<file path="src/rtl/cpu_controller_pkg.sv">
// ----------------------------------------------------------------------------
// cpu_ctrl_pkg
// Shared types and constants for the cpu_controller sequencer.
//   state_t      : seven controller states, 3-bit encoding
//   OP_*         : instruction class opcodes (bits [15:13])
//   ALU_*, MOV_* : sub-operation codes (bits [12:11])
//   NSEL_*       : one-hot register selects toward the instruction decoder
//   VSEL_*       : writeback source selects
//   decode_next  : the state that follows S_DECODE for a given instruction
// ----------------------------------------------------------------------------
package cpu_ctrl_pkg;

  typedef enum logic [2:0] {
    S_WAIT      = 3'd0,
    S_DECODE    = 3'd1,
    S_GET_A     = 3'd2,
    S_GET_B     = 3'd3,
    S_ALU       = 3'd4,
    S_WRITE_REG = 3'd5,
    S_WRITE_IMM = 3'd6
  } state_t;

  localparam logic [2:0] OP_MOV = 3'b110;
  localparam logic [2:0] OP_ALU = 3'b101;

  localparam logic [1:0] ALU_ADD = 2'b00;
  localparam logic [1:0] ALU_CMP = 2'b01;
  localparam logic [1:0] ALU_AND = 2'b10;
  localparam logic [1:0] ALU_MVN = 2'b11;

  localparam logic [1:0] MOV_REG = 2'b00;
  localparam logic [1:0] MOV_IMM = 2'b10;

  localparam logic [2:0] NSEL_NONE = 3'b000;
  localparam logic [2:0] NSEL_RM   = 3'b001;
  localparam logic [2:0] NSEL_RD   = 3'b010;
  localparam logic [2:0] NSEL_RN   = 3'b100;

  localparam logic [1:0] VSEL_C    = 2'b00;
  localparam logic [1:0] VSEL_IMM8 = 2'b10;

  // Instruction dispatch out of S_DECODE. Unsupported encodings fall back to
  // S_WAIT; the controller uses that same result to raise 'illegal', so the
  // legality rule lives in exactly one place.
  function automatic state_t decode_next(input logic [2:0] opcode,
                                         input logic [1:0] op);
    state_t nxt;
    nxt = S_WAIT;
    if (opcode == OP_MOV) begin
      if (op == MOV_IMM)
        nxt = S_WRITE_IMM;
      else if (op == MOV_REG)
        nxt = S_GET_B;
    end else if (opcode == OP_ALU) begin
      if (op == ALU_MVN)
        nxt = S_GET_B;
      else
        nxt = S_GET_A;
    end
    return nxt;
  endfunction

endpackage

</file>
<file path="src/rtl/cpu_controller_if.sv">
// ----------------------------------------------------------------------------
// cpu_controller_if
// Bundles the controller's handshake, instruction and datapath-control lines.
//   s, opcode, op      : start request and decoded instruction fields (to ctrl)
//   w                  : controller idle / ready for a new instruction
//   nsel               : register select back to the decoder
//   loada/loadb/loadc  : datapath register loads
//   loads              : status register load
//   asel/bsel          : ALU operand muxes
//   vsel, write        : register file writeback source and enable
//   illegal            : one-cycle pulse for an unsupported instruction
// modport master : the controller (drives every control output)
// modport slave  : the surrounding datapath / top level
// ----------------------------------------------------------------------------
interface cpu_controller_if;

  logic       s;
  logic [2:0] opcode;
  logic [1:0] op;

  logic       w;
  logic [2:0] nsel;
  logic       loada;
  logic       loadb;
  logic       asel;
  logic       bsel;
  logic       loadc;
  logic       loads;
  logic [1:0] vsel;
  logic       write;
  logic       illegal;

  modport master (
    input  s, opcode, op,
    output w, nsel, loada, loadb, asel, bsel, loadc, loads, vsel, write, illegal
  );

  modport slave (
    output s, opcode, op,
    input  w, nsel, loada, loadb, asel, bsel, loadc, loads, vsel, write, illegal
  );

endinterface

</file>
<file path="src/rtl/cpu_controller.sv">
// ----------------------------------------------------------------------------
// cpu_controller
// Moore FSM that walks the 16-bit datapath through one instruction at a time.
// Ports:
//   clk   : rising-edge clock
//   reset : asynchronous, active-high; returns to S_WAIT immediately
//   bus   : cpu_controller_if.master (handshake, instruction fields, enables)
// Parameter:
//   STATUS_ON_ALL : 1 = status register also loads for ADD/AND/MVN,
//                   0 = status register loads only for CMP
// ----------------------------------------------------------------------------
module cpu_controller #(
  parameter bit STATUS_ON_ALL = 1'b0
) (
  input  logic              clk,
  input  logic              reset,
  cpu_controller_if.master  bus
);
  import cpu_ctrl_pkg::*;

  state_t     state;
  state_t     state_next;
  logic [2:0] opcode_q;
  logic [1:0] op_q;

  // Latched-instruction classifications used by the S_ALU decode.
  logic is_cmp;
  logic is_mov_reg;
  logic is_mvn;

  assign is_cmp     = (opcode_q == OP_ALU) && (op_q == ALU_CMP);
  assign is_mov_reg = (opcode_q == OP_MOV) && (op_q == MOV_REG);
  assign is_mvn     = (opcode_q == OP_ALU) && (op_q == ALU_MVN);

  // State register and instruction latch. The instruction is captured only on
  // the edge that accepts a start, so the decoder inputs are free to change
  // while the instruction is in flight.
  always_ff @(posedge clk or posedge reset) begin
    if (reset) begin
      state    <= S_WAIT;
      opcode_q <= '0;
      op_q     <= '0;
    end else begin
      state <= state_next;
      if ((state == S_WAIT) && bus.s) begin
        opcode_q <= bus.opcode;
        op_q     <= bus.op;
      end
    end
  end

  // Next-state logic. Every state except S_WAIT lasts exactly one clock, and
  // 's' is only looked at in S_WAIT, so a start request while busy is dropped.
  always_comb begin
    state_next = state;
    case (state)
      S_WAIT:      if (bus.s) state_next = S_DECODE;
      S_DECODE:    state_next = decode_next(opcode_q, op_q);
      S_GET_A:     state_next = S_GET_B;
      S_GET_B:     state_next = S_ALU;
      S_ALU:       state_next = is_cmp ? S_WAIT : S_WRITE_REG;
      S_WRITE_REG: state_next = S_WAIT;
      S_WRITE_IMM: state_next = S_WAIT;
      default:     state_next = S_WAIT;
    endcase
  end

  // Moore output decode from the state and latched instruction only. Because
  // nothing here is registered, an asynchronous reset forces the idle pattern
  // immediately, so an in-flight write cannot complete after reset asserts.
  logic       w_d;
  logic [2:0] nsel_d;
  logic       loada_d;
  logic       loadb_d;
  logic       asel_d;
  logic       loadc_d;
  logic       loads_d;
  logic [1:0] vsel_d;
  logic       write_d;
  logic       illegal_d;

  always_comb begin
    w_d       = 1'b0;
    nsel_d    = NSEL_NONE;
    loada_d   = 1'b0;
    loadb_d   = 1'b0;
    asel_d    = 1'b0;
    loadc_d   = 1'b0;
    loads_d   = 1'b0;
    vsel_d    = VSEL_C;
    write_d   = 1'b0;
    illegal_d = 1'b0;
    case (state)
      S_WAIT: begin
        w_d = 1'b1;
      end
      S_DECODE: begin
        illegal_d = (decode_next(opcode_q, op_q) == S_WAIT);
      end
      S_GET_A: begin
        nsel_d  = NSEL_RN;
        loada_d = 1'b1;
      end
      S_GET_B: begin
        nsel_d  = NSEL_RM;
        loadb_d = 1'b1;
      end
      S_ALU: begin
        // MOV reg and MVN pass only the B operand, so A is forced to zero.
        asel_d = is_mov_reg || is_mvn;
        if (is_cmp) begin
          loads_d = 1'b1;
        end else begin
          loadc_d = 1'b1;
          loads_d = is_mov_reg ? 1'b0 : STATUS_ON_ALL;
        end
      end
      S_WRITE_REG: begin
        nsel_d  = NSEL_RD;
        vsel_d  = VSEL_C;
        write_d = 1'b1;
      end
      S_WRITE_IMM: begin
        nsel_d  = NSEL_RN;
        vsel_d  = VSEL_IMM8;
        write_d = 1'b1;
      end
      default: begin
        w_d = 1'b0;
      end
    endcase
  end

  assign bus.w       = w_d;
  assign bus.nsel    = nsel_d;
  assign bus.loada   = loada_d;
  assign bus.loadb   = loadb_d;
  assign bus.asel    = asel_d;
  assign bus.bsel    = 1'b0;
  assign bus.loadc   = loadc_d;
  assign bus.loads   = loads_d;
  assign bus.vsel    = vsel_d;
  assign bus.write   = write_d;
  assign bus.illegal = illegal_d;

endmodule
</file>
<file path="src/flat_wrapper.sv">
// flat-port wrapper written by rule: the top's interface ports become plain ports
module cpu_controller_flat import cpu_ctrl_pkg::*;
#(
  parameter bit STATUS_ON_ALL = 1'b0
)
  (clk, reset, bus_s, bus_opcode, bus_op, bus_w, bus_nsel, bus_loada, bus_loadb, bus_asel, bus_bsel, bus_loadc, bus_loads, bus_vsel, bus_write, bus_illegal);
  cpu_controller_if bus_i ();
  input  logic clk;
  input  logic reset;
  input wire logic [$bits(bus_i.s)-1:0] bus_s;
  input wire logic [$bits(bus_i.opcode)-1:0] bus_opcode;
  input wire logic [$bits(bus_i.op)-1:0] bus_op;
  output wire logic [$bits(bus_i.w)-1:0] bus_w;
  output wire logic [$bits(bus_i.nsel)-1:0] bus_nsel;
  output wire logic [$bits(bus_i.loada)-1:0] bus_loada;
  output wire logic [$bits(bus_i.loadb)-1:0] bus_loadb;
  output wire logic [$bits(bus_i.asel)-1:0] bus_asel;
  output wire logic [$bits(bus_i.bsel)-1:0] bus_bsel;
  output wire logic [$bits(bus_i.loadc)-1:0] bus_loadc;
  output wire logic [$bits(bus_i.loads)-1:0] bus_loads;
  output wire logic [$bits(bus_i.vsel)-1:0] bus_vsel;
  output wire logic [$bits(bus_i.write)-1:0] bus_write;
  output wire logic [$bits(bus_i.illegal)-1:0] bus_illegal;
  assign bus_i.s = bus_s;
  assign bus_i.opcode = bus_opcode;
  assign bus_i.op = bus_op;
  assign bus_w = bus_i.w;
  assign bus_nsel = bus_i.nsel;
  assign bus_loada = bus_i.loada;
  assign bus_loadb = bus_i.loadb;
  assign bus_asel = bus_i.asel;
  assign bus_bsel = bus_i.bsel;
  assign bus_loadc = bus_i.loadc;
  assign bus_loads = bus_i.loads;
  assign bus_vsel = bus_i.vsel;
  assign bus_write = bus_i.write;
  assign bus_illegal = bus_i.illegal;
  cpu_controller #(.STATUS_ON_ALL(STATUS_ON_ALL)) u_core (.clk(clk), .reset(reset), .bus(bus_i));
endmodule
</file>
<file path="config.mk">
export PLATFORM = sky130hd
export DESIGN_NAME = cpu_controller_flat
export DESIGN_NICKNAME = d
export VERILOG_FILES = /design/src/rtl/cpu_controller_pkg.sv /design/src/rtl/cpu_controller_if.sv /design/src/rtl/cpu_controller.sv /design/src/flat_wrapper.sv
export SDC_FILE = /design/constraint.sdc
export NUM_CORES = 1
export LEC_CHECK = 0
export CAP_MARGIN = 20
export CORE_AREA = 2 2 39 41
export CTS_BUF_LIST = sky130_fd_sc_hd__clkbuf_4 sky130_fd_sc_hd__clkbuf_8
export DETAILED_ROUTE_END_ITERATION = 8
export DIE_AREA = 0 0 41 43
export HOLD_SLACK_MARGIN = 0.02
export PLACE_DENSITY = 0.7
export REMOVE_ABC_BUFFERS = 1
export SLEW_MARGIN = 20
export SYNTH_ARGS = -nofsm -noshare
export SYNTH_HDL_FRONTEND = slang
export SYNTH_SLANG_ARGS = --single-unit
</file>
<file path="constraint.sdc">
create_clock -name clk -period 3.4 [get_ports clk]
set_input_delay 0.51 -clock clk [delete_from_list [all_inputs] [get_ports clk]]
set_output_delay 0.51 -clock clk [all_outputs]
set_load 0.05 [all_outputs]
</file>
After elaboration in Yosys (flattened, before gate mapping)
Index checks and enable logic that the tools add are counted.
{"block": "totals", "output_inout_bits": 14, "reg_bits": 8, "input_bits": 8, "elab_cells": 46}
{"block": "op_classes", "n_mux": 21, "eq_ne": 12, "reduce_logical": 10}
{"op": "$mux W3", "n": 6}
{"op": "$eq A3 B3 Y1 const B", "n": 5}
{"op": "$pmux W3 S5", "n": 1}
{"op": "$mux W1", "n": 11}
{"op": "$pmux W3 S3", "n": 1}
{"op": "$eq A3 B2 Y1 const B", "n": 2}
{"op": "$logic_not A3 Y1", "n": 2}
{"op": "$eq A2 B2 Y1 const B", "n": 2}
{"op": "$logic_and A1 B1 Y1", "n": 4}
{"op": "$mux W2", "n": 2}
{"op": "$reduce_or A2 Y1", "n": 2}
{"op": "$eq A3 B1 Y1 const B", "n": 1}
{"op": "$eq A2 B1 Y1 const B", "n": 1}
{"op": "$logic_not A2 Y1", "n": 1}
{"op": "$ne A2 B2 Y1 const B", "n": 1}
{"op": "$logic_or A1 B1 Y1", "n": 1}

Longest topological paths before layout
Gate-level depths: netlist (run 1).
{"block": "logic_depth", "depth_word": 7, "mapped_depth": 4}

Worst setup path after synthesis (run 1)
Ideal clock, no wire load.
{"block": "synth_timing", "path_kind": "register to output", "from": "register u_core.state[0]", "to": "output port bus_loads", "path_slack_ns": 1.000, "stages_incl_launch_ff": 3, "t_arrival_ns": 1.890, "path_cell_list": "dfrtp_1 -> or3b_1 -> nor3_1"}
{"block": "synth_between", "elab_chain_cells": 2}
{"item": "from (decl)", "line_no": "cpu_controller.sv:21", "text": "state_t state;"}
{"item": "from (signal assigned)", "line_no": "cpu_controller.sv:44", "text": "state <= state_next;"}
{"item": "$eq A3 B3 Y1", "line_no": "cpu_controller.sv:93", "text": "case (state)"}
{"item": "$mux W1", "line_no": "cpu_controller.sv:93"}
{"item": "to (decl)", "line_no": "flat_wrapper.sv:20", "text": "output wire logic [$bits(bus_i.loads)-1:0] bus_loads;"}
Every way passes these cells.

Worst setup path in the final report (run 1)
{"block": "layout_timing", "from": "register u_core.state[2]", "to": "output port bus_loadc"}
{"block": "layout_between", "elab_chain_cells": 2}
{"item": "$eq A3 B3 Y1", "line_no": "cpu_controller.sv:93"}
{"item": "$mux W1", "line_no": "cpu_controller.sv:93"}
{"item": "to (decl)", "line_no": "flat_wrapper.sv:19", "text": "output wire logic [$bits(bus_i.loadc)-1:0] bus_loadc;"}
Every way passes these cells.

==> results of run 1 <==
critical path: cells and delay by family (launching register included):
family | cells | cell delay, ps
buffers and inverters | 2 | 850
AOI/OAI and AO/OA | 1 | 260
and+or+nand+nor | 1 | 430
DFF | 1 | 460
Yosys cell counts (all sizes together), types with 2 or more instances:
cell    instances
nor3            2
nand3           2
buf             3
and3            2
mux2            4
nor3b           2
inv             5
dfrtp           8
nand2b          2
nor2            5
o21ai           5
power groups by stage:
stage / clock network [mW] / logic, mW / registers [mW]
after global routing: 0.0810 / 0.344 / 0.205
final: 0.0726 / 0.326 / 0.198
after floorplan: 0 / 0.244 / 0.181
after CTS: 0.0761 / 0.326 / 0.196
after detailed placement: 0 / 0.325 / 0.197
after global placement: 0 / 0.325 / 0.195
final cells by class:
cell class,instances,area share
flip-flops and latches,8,0.281
clock buffers,3,0.0316
inverters,5,0.0264
repair buffers,19,0.267
well taps,16,0.0281
multi-input cells,37,0.366
kinds of logic after synthesis:
kind of cell	Yosys count	synth area share
AO/OA/AOI/OAI	10	0.128
buffers and inverters	8	0.0829
flip-flops	8	0.402
multiplexers	4	0.121
other	1	0.00753
AND/OR/NAND/NOR	21	0.259
per-layer routing:
layer | part of all wire | track usage
met1 | 0.40 | 0.157
met2 | 0.50 | 0.206
met4 | 0.021 | 0.100
met3 | 0.078 | 0.0471
met5 | 0 | 0
worst min-delay path by stage:
stage	slack, ps	end	start
after floorplan	330	u_core.op_q[0]$_DFFE_PP0P_	reset
after global placement	540	u_core.opcode_q[1]$_DFFE_PP0P_	u_core.opcode_q[1]$_DFFE_PP0P_
after detailed placement	540	u_core.opcode_q[1]$_DFFE_PP0P_	u_core.opcode_q[1]$_DFFE_PP0P_
after CTS	520	u_core.state[1]$_DFFE_PP0P_	reset
after global routing	530	u_core.state[1]$_DFFE_PP0P_	reset
final	500	u_core.state[1]$_DFFE_PP0P_	reset
registers in the layout (all words and copies together) (netlist names):
register / cells
u_core.opcode_q: 3
u_core.state: 3
u_core.op_q: 2
per-stage QoR:
step	total power [mW]	setup slack [ps]	cell area [µm²]	std cells	hold slack, ps
after floorplan	0.425	1000	479	50	326
after global placement	0.520	956	689	85	543
after detailed placement	0.522	918	689	85	543
after CTS	0.598	639	712	88	515
after global routing	0.630	561	712	88	528
final	0.596	647	712	88	504
==> flow_summary.json, run 1 <==
{
  "status": "complete, no violations",
  "cp.required_ps": 2890,
  "layout_common_cells": "clkdlybuf4s50_1, dfrtp_1, inv_1, nor2_1",
  "numCtsBuffers": 3,
  "fin_nets": 82,
  "syn_avg_cell_area_um2": 9.58,
  "synthTopCellsByArea": "dfrtp_1, mux2_4, buf_4",
  "core_um2": 1380,
  "syn_area_um2": 498,
  "cts.reportedPaths.clkPinSlew_ps": 60,
  "tritoncts": "built",
  "drtIter0Drc": 23,
  "grt_setup_unrepaired": "false",
  "cpMaxStageDelayCell": "clkdlybuf4s50_1",
  "routed_wl_mm": 1.06,
  "synth_edf_count": 0,
  "final_min_period_over_clock_period": 0.810,
  "final_common_cell": "clkdlybuf4s50_1",
  "cts-resized-gates": 0,
  "timing.rr.start": "u_core.state[2]$_DFFE_PP0P_",
  "rrSetupSlack_ps": 1890,
  "critical_path.endpoint": "bus_loadc",
  "clock.fmax_mhz": 363,
  "hold_path.class": "in -> async",
  "powerDensity_nw_per_um2": 837,
  "num-fill-cells": 134,
  "crit_arrival_ps": 2240,
  "crit_path_max_fanout": 8,
  "peakVddDrop_v": 0.000392,
  "dp_hpwl_um": 819,
  "grt_usage": 0.139,
  "grt_pass1_wl_mm": 1.61,
  "slew_headroom": 0.662,
  "drive_gt1_frac": 0.111,
  "diodes": 0,
  "worst_slew_pin_slew_ps": 505,
  "p_leak_nw": 0.312,
  "antenna_found_initial": 0,
  "cts_root_buf": "clkbuf_4",
  "synthArstFlopShare": 1.00,
  "drt.antenna.violating_nets": 0,
  "drt-pass1-iter-count": 4,
  "synthCells": 52,
  "seq_area_frac_synth": 0.402,
  "yosysTopAreaCell": "dfrtp_1",
  "max_stage_delay_ps": 790,
  "ys_types": 25,
  "h-tree-depth": 1,
  "cts_hold_buf": 0,
  "synth_ff_type": "dfrtp_1",
  "vias": 458,
  "pwr-share-comb": 0.547,
  "end_kind": "output port",
  "post-cts-setup-buffers": 0,
  "wl_per_cell_um": 12.0,
  "dieHeight_um": 43,
  "seqCellArea_um2": 200,
  "multi_input_area_um2": 260,
  "yosysWarnings": 0,
  "boundaryPins": 22,
  "clk_latency_ps": 250,
  "grt_start_max_net_pins": 10,
  "chipWidth_um": 41,
  "maxCapViolCount": 0,
  "swShare": 0.469,
  "vias_per_cell": 5.20,
  "critPathKind": "reg -> out",
  "drc": 0,
  "worstRegToRegCells": 3,
  "skew_ps": 6.54,
  "area_growth_pct": 43.0,
  "pwr-share-seq": 0.332,
  "finalSetupViolations": 0,
  "crit_chain": "or3b_1 -> a41o_1 -> inv_1 -> clkdlybuf4s50_1",
  "reg2reg_to": "u_core.opcode_q[0]$_DFFE_PP0P_",
  "port_buffers": 19,
  "grt_pass1_vias": 385,
  "ys_ff_latch": 8,
  "hold_viol": 0,
  "intPower_mw": 0.317,
  "start_util": 0.360,
  "crit_path_start": "u_core.state[2]$_DFFE_PP0P_",
  "final.setup.tns_ps": 0,
  "cts_buffer_depth": 2,
  "gr-total-overflow": 0,
  "rows": 14,
  "cts_sinks": 8,
  "gp_congestion": 0.823,
  "die_area_um2": 1760,
  "pwr-share-clk": 0.122,
  "netlist.area_leader.share": 0.402,
  "final_util": 0.514,
  "post-route-min-period_ps": 2750,
  "slew_viol_final": 0,
  "crit_path_start_kind": "flop",
  "power.switching_mw": 0.279
}
Note: power is estimated with default switching activity, not from simulation.
==> inputs of run 2 (changes only) <==
--- a/config.mk
+++ b/config.mk
@@ -6,12 +6,12 @@
 export NUM_CORES = 1
 export LEC_CHECK = 0
 export CAP_MARGIN = 20
-export CORE_AREA = 2 2 39 41
+export CORE_MARGIN = 2
+export CORE_UTILIZATION = 38
 export CTS_BUF_LIST = sky130_fd_sc_hd__clkbuf_4 sky130_fd_sc_hd__clkbuf_8
 export DETAILED_ROUTE_END_ITERATION = 8
-export DIE_AREA = 0 0 41 43
 export HOLD_SLACK_MARGIN = 0.02
-export PLACE_DENSITY = 0.7
+export PLACE_DENSITY = 0.74
 export REMOVE_ABC_BUFFERS = 1
 export SLEW_MARGIN = 20
 export SYNTH_ARGS = -nofsm -noshare
==> constraint.sdc (replaced) <==
create_clock -name clk -period 2.3 [get_ports clk]
set_input_delay 0.345 -clock clk [delete_from_list [all_inputs] [get_ports clk]]
set_output_delay 0.345 -clock clk [all_outputs]
set_load 0.05 [all_outputs]
==> flow_summary.json, run 2 (synthesized netlist as in run 1, its figures left out) <==
{
  "status": "complete, no violations",
  "post-route-min-period_ps": 2200,
  "drive_gt1_frac": 0.167,
  "final_min_period_over_clock_period": 0.955,
  "cts_sinks": 8,
  "diodes": 0,
  "chipWidth_um": 40.2,
  "clock.fmax_mhz": 455,
  "layout_common_cells": "clkdlybuf4s50_1, dfrtp_1, inv_1, nor2_1",
  "port_buffers": 19,
  "boundaryPins": 22,
  "reg_top3": "u_core.opcode_q (3), u_core.state (3), u_core.op_q (2)",
  "drt.antenna.violating_nets": 0,
  "cts.reportedPaths.clkPinSlew_ps": 60,
  "routed_wl_mm": 1.03,
  "dp.cells": 84,
  "layout_setup_ws_ps": 104,
  "grt_setup_unrepaired": "false",
  "area_growth_pct": 46.2,
  "skew_ps": 4.80,
  "slew_headroom": 0.667,
  "core_um2": 1270,
  "worst-path-buf-inv": 1,
  "peakVddDrop_v": 0.000537,
  "hold_viol": 0,
  "worstRegToRegCells": 3,
  "rows": 13,
  "p_leak_nw": 0.344,
  "grt_pass1_vias": 386,
  "critPathKind": "reg -> out",
  "cts_root_buf": "clkbuf_4",
  "reg2reg_to": "u_core.opcode_q[2]$_DFFE_PP0P_",
  "cpLargestDelayFamily": "buffers and inverters",
  "worst_slew_pin_slew_ps": 499,
  "start_util": 0.393,
  "drt-pass1-iter-count": 4,
  "gr-total-overflow": 0,
  "cts_buffer_depth": 2,
  "final.setup.tns_ps": 0,
  "powerDensity_nw_per_um2": 1210,
  "vias": 465,
  "die_area_um2": 1620,
  "vias_per_cell": 5.34,
  "dp_hpwl_um": 790,
  "final_common_cell": "clkdlybuf4s50_1",
  "cpMaxStageDelayCell": "clkdlybuf4s50_1",
  "cts_hold_buf": 0,
  "cp.required_ps": 1960,
  "slew_viol_final": 0,
  "crit_path_start_kind": "flop",
  "hold_path.class": "in -> async",
  "finalPower_mw": 0.884,
  "h-tree-depth": 1,
  "gp_congestion": 0.745,
  "final_cells": 87,
  "antenna_found_initial": 0,
  "crit_arrival_ps": 1850,
  "drc": 0,
  "crit_chain": "nand2b_1 -> nor2_1 -> clkdlybuf4s50_1",
  "grt_usage": 0.158,
  "end_kind": "output port",
  "finalSetupViolations": 0,
  "grt_pass1_wl_mm": 1.65,
  "timing.rr.start": "u_core.state[2]$_DFFE_PP0P_",
  "numCtsBuffers": 3,
  "tritoncts": "built",
  "rrSetupSlack_ps": 760,
  "wl_per_cell_um": 11.9,
  "crit_path_max_fanout": 8,
  "drtIter0Drc": 15,
  "max_stage_delay_ps": 800,
  "grt_start_max_net_pins": 10,
  "post-cts-setup-buffers": 0,
  "dp_slack_ps": 329,
  "dieHeight_um": 40.2,
  "maxCapViolCount": 0,
  "fin_nets": 82,
  "clk_latency_ps": 260
}
[run 2: power by group]
group	switching [mW]	leakage [nW]	internal [mW]
sequential	0.0872	0.0986	0.201
combinational	0.275	0.231	0.209
clock	0.0509	0.0138	0.0599
total	0.413	0.344	0.470
[run 2: routing by layer]
metal,track usage,vias to the layer above,wire length [µm]
met5,0,-,0
met4,0.125,0,19
met3,0.0167,3,60
met2,0.274,23,511
met1,0.173,215,440
li1,-,224,-
[run 2: worst register-to-register path: stages, from the launching register on]
cell	delay [ps]
dfrtp_1	460
nor3_2	270
and2_1	360
mux2_4	340
[run 2: repair_timing]
action,4_1_cts,5_1_grt
endpoints found under the hold margin,0,0
setup endpoints to repair,0,1
gates resized for setup,0,1
[run 2: area by class of cell]
| class | instances | area, µm² |
|---|---|---|
| Tap cell | 15 | 18.8 |
| Inverter | 5 | 18.8 |
| Multi-Input combinational cell | 37 | 260 |
| Fill cell | 122 | 541 |
| Timing Repair Buffer | 19 | 208 |
| Clock buffer | 3 | 22.5 |
| Sequential cell | 8 | 200 |
[run 2: through the flow]
stage          hold WS [ps]  area (µm²)  utilization
6_report                322         728        0.574
5_1_grt                 377         728        0.574
4_1_cts                 331         726        0.572
3_5_place_dp            562         703        0.554
3_3_place_gp            562         703        0.554
2_1_floorplan           161         479            -
[run 2: worst max-delay path by stage]
stage	slack [ps]	start	endpoint	cells after the start
2_1_floorplan	60	u_core.state[0]$_DFFE_PP0P_	bus_loads	2
3_3_place_gp	340	u_core.state[0]$_DFFE_PP0P_	bus_write	3
3_5_place_dp	330	u_core.state[0]$_DFFE_PP0P_	bus_write	3
4_1_cts	40	u_core.state[0]$_DFFE_PP0P_	bus_write	3
5_1_grt	20	u_core.state[0]$_DFFE_PP0P_	bus_loada	3
6_report	100	u_core.state[0]$_DFFE_PP0P_	bus_loada	3
==> inputs of run 3 (changes only) <==
--- a/config.mk
+++ b/config.mk
@@ -5,7 +5,7 @@
 export SDC_FILE = /design/constraint.sdc
 export NUM_CORES = 1
 export LEC_CHECK = 0
-export CAP_MARGIN = 20
+export CAP_MARGIN = 30
 export CORE_MARGIN = 2
 export CORE_UTILIZATION = 38
 export CTS_BUF_LIST = sky130_fd_sc_hd__clkbuf_4 sky130_fd_sc_hd__clkbuf_8
==> results of run 3 <==
Same layout as run 2: the final DEF is identical, and so are final timing and power.
